===== src/rtl/instr_fetch.sv =====
// Instruction-fetch stage: program counter register plus an embedded
// asynchronous-read instruction ROM.
//
// Each rising clk edge the PC either loads inst_addr_in (on reset or a
// taken branch), holds (halt), or increments modulo 2**A. The ROM word at
// the current PC is presented combinationally on inst_out. The ROM
// contents are supplied by the environment through the "instructions" array.
module instr_fetch #(
   parameter int A = 4,
   parameter int W = 9
) (
   input  logic         clk,
   input  logic         reset,
   input  logic         ctrl_branch,
   input  logic         take_branch,
   input  logic         halt,
   input  logic [A-1:0] inst_addr_in,
   output logic [A-1:0] inst_addr_out,
   output logic [W-1:0] inst_out
);

   logic [W-1:0] instructions [0:2**A-1];

   logic [A-1:0] pc;

   always_ff @(posedge clk) begin
      if (reset) begin
         pc <= inst_addr_in;
      end else if (halt) begin
         pc <= pc;
      end else if (ctrl_branch && take_branch) begin
         pc <= inst_addr_in;
      end else begin
         pc <= pc + 1'b1;
      end
   end

   assign inst_addr_out = pc;

   assign inst_out = instructions[pc];

endmodule


===== config.mk =====
export PLATFORM = sky130hd
export DESIGN_NAME = instr_fetch
export DESIGN_NICKNAME = d
export VERILOG_FILES = /design/src/rtl/instr_fetch.sv
export SDC_FILE = /design/constraint.sdc
export NUM_CORES = 1
export LEC_CHECK = 0
export ABC_AREA = 0
export CAP_MARGIN = 10
export CORE_AREA = 2 2 39 41
export CTS_CLUSTER_DIAMETER = 150
export DETAILED_ROUTE_END_ITERATION = 8
export DIE_AREA = 0 0 41 43
export PLACE_DENSITY = 0.61
export SLEW_MARGIN = 20
export SYNTH_ARGS = -nofsm -noshare
export SYNTH_HDL_FRONTEND = slang
export SYNTH_SLANG_ARGS = --single-unit

===== constraint.sdc =====
create_clock -name clk -period 2.4 [get_ports clk]
set_clock_uncertainty 0.1 [all_clocks]
set_input_delay 0.24 -clock clk [delete_from_list [all_inputs] [get_ports clk]]
set_output_delay 0.24 -clock clk [all_outputs]
set_load 0.01 [all_outputs]

==> results.py <==
metrics = {
    "cells_and_area": {
        "utilization_pct": 30.4,
        "nets": 53,
        "final_area_um2": 420,
        "largest_reg_flops": 4,
        "num_antenna_cells": 0,
        "area_growth_pct": 42.4,
        "drive_gt1_share_pct": 12.2,
    },
    "placement": {
        "hpwl_um": 378,
        "placed_area_um2": 398,
        "portBuffers": 12,
        "routabilityCongestion": 0.698,
    },
    "yosys": {
        "synth_edf_count": 4,
        "ys_seq_area_share_pct": 40.7,
        "yosysWarnings": 0,
        "yosysUniqueCellTypes": 14,
        "synth_area_per_cell_um2": 10.9,
        "synthCells": 27,
        "synth_flop_cell": "edfxtp_1",
        "ys_ff_latch": 4,
        "ys_async_sr_fraction_pct": 0,
        "synthesis.area_um2": 295,
    },
    "power_and_ir_drop": {
        "p_per_area_nw_per_um2": 595,
        "finalPower_mw": 0.250,
        "vdd_drop_max_mv": 0.177,
        "leakagePower_nw": 0.174,
    },
    "route": {
        "vias": 207,
        "wl_per_cell_um": 8.11,
        "first_iter_violations": 4,
        "viasPerCell": 3.63,
        "firstDrtPassIters": 4,
        "drt-total-wl_um": 462,
        "drcViolationCount": 0,
        "postRouteAntennaNets": 0,
    },
    "worst_setup_path": {
        "end_kind": "output port",
        "slowest_delay_ns": 0.55,
        "critPathTopFamily": "buffers and inverters",
        "cpMaxStageDelayCell": "clkdlybuf4s50_1",
        "required_ns": 2.06,
        "cp_data_arrival_time_ns": 1.19,
        "cp_cell_sequence": "clkdlybuf4s50_1",
        "worstPathMaxFanout": 4,
        "ff2ff_setup_slack_ns": 1.04,
        "criticalPathCategory": "flip-flop to output port",
        "critPathBufInv": 1,
        "crit_path_start_kind": "flip-flop",
    },
    "floorplanning": {
        "io_pins": 22,
        "die_w_um": 41,
        "dieArea_um2": 1760,
        "core-area_um2": 1380,
        "rows": 14,
        "initial_utilization_pct": 21.3,
        "fp.dieH_um": 43,
    },
    "clock_network": {
        "cts.clk_slew.worst_paths_ns": 0.04,
        "htreeDepth": 1,
        "cts-root-buf": "clkbuf_4",
        "cts_buffer_depth": 2,
        "cts_resized": 0,
        "cts_tree": "yes",
        "clock-sinks": 4,
        "postCtsSetupBuffers": 0,
        "cts_buffers": 3,
        "clkLatencyLatePin_ns": 0.24,
        "postCtsHoldBufs": 0,
    },
    "global_routing": {
        "antenna_found_initial": 0,
        "grt_pass1_wl_um": 710,
        "grt_usage_pct": 6.87,
        "grt_overflow_total": 0,
        "grt_pass1_vias": 166,
        "grt_max_degree": 7,
    },
    "sta": {
        "rsz0062_at_grt": "no",
        "finalCriticalPeriod_ns": 1.53,
        "slew_viol_final": 0,
        "hold_viol_final": 0,
        "hold_ws_ns": 0.549,
        "fmax_mhz": 655,
        "finalSetupViolCount": 0,
        "setup_tns_ns": 0,
        "min_period_over_period_pct": 63.6,
    },
    "status": {
        "status": "complete, no violations",
    },
    "hold_path": {
        "hp-class": "flip-flop to flip-flop",
    },
    "job": {
        "maxCapViolCount": 0,
    },
}
==> cells in the final DEF, fill, tap and decap left out, drive strengths merged <==
master and n:
inv 1, mux2 1, nor2 2, edfxtp 4
xnor2 1, mux2i 1, nand2b 1, ha 1
conb 9, a21oi 3, xor2 1, nand3 1
clkbuf 3, clkdlybuf4s50 12
==> final cells by class <==
cell class,instances,area [um^2]
Fill cell,148,963
Inverter,1,3.75
Sequential cell,4,120
Tap cell,16,20.0
Timing Repair Buffer,12,120
Multi-Input combinational cell,21,134
Clock buffer,3,22.5
==> logic make-up after synthesis <==
group           Yosys count  synth area share, %
buf+inv                  10                 24.1
flops                     4                 40.7
simple gates              4                 6.36
compound gates            3                 8.90
xor+xnor                  2                 5.93
mux                       2                 8.47
fa+ha+maj                 1                 4.24
other cells               1                 1.27
==> metrics by stage <==
step	setup slack (ns)	cells
CTS	0.851	57
global placement	0.780	54
floorplan	1.04	35
finish	0.874	57
global route	0.816	57
detailed placement	0.768	54
==> per-layer routing <==
metal	GRT usage (%)	wire, um	vias to the layer above
li1	-	-	101
met1	8.85	174	86
met2	6.25	196	18
met3	3.14	73	2
met4	10.0	17	0
met5	0	0	-
==> report_power, final <==
group	total (mW)	switching [mW]	internal (mW)	leakage (nW)
sequential	0.0956	0.00668	0.0889	0.0403
clock	0.0876	0.0315	0.0562	0.0138
combinational	0.0669	0.0275	0.0395	0.120
total	0.250	0.0656	0.185	0.174
==> final timing paths <==
kind                    startpoint               end  cells past startpoint
setup reg to reg  inst_addr_out[0]  inst_addr_out[1]                      2
setup / recovery  inst_addr_out[0]  inst_addr_out[0]                      1
hold / removal    inst_addr_out[0]  inst_addr_out[0]                      1
hold reg to reg   inst_addr_out[0]  inst_addr_out[0]                      1
==> synthesized netlist by cell type, types with 2 or more instances <==
library cell,number,share of area (%)
buf_4,9,23
edfxtp_1,4,41
a21oi_1,2,3.4
nor2_1,2,2.5
(Power assumes the default switching activity.)
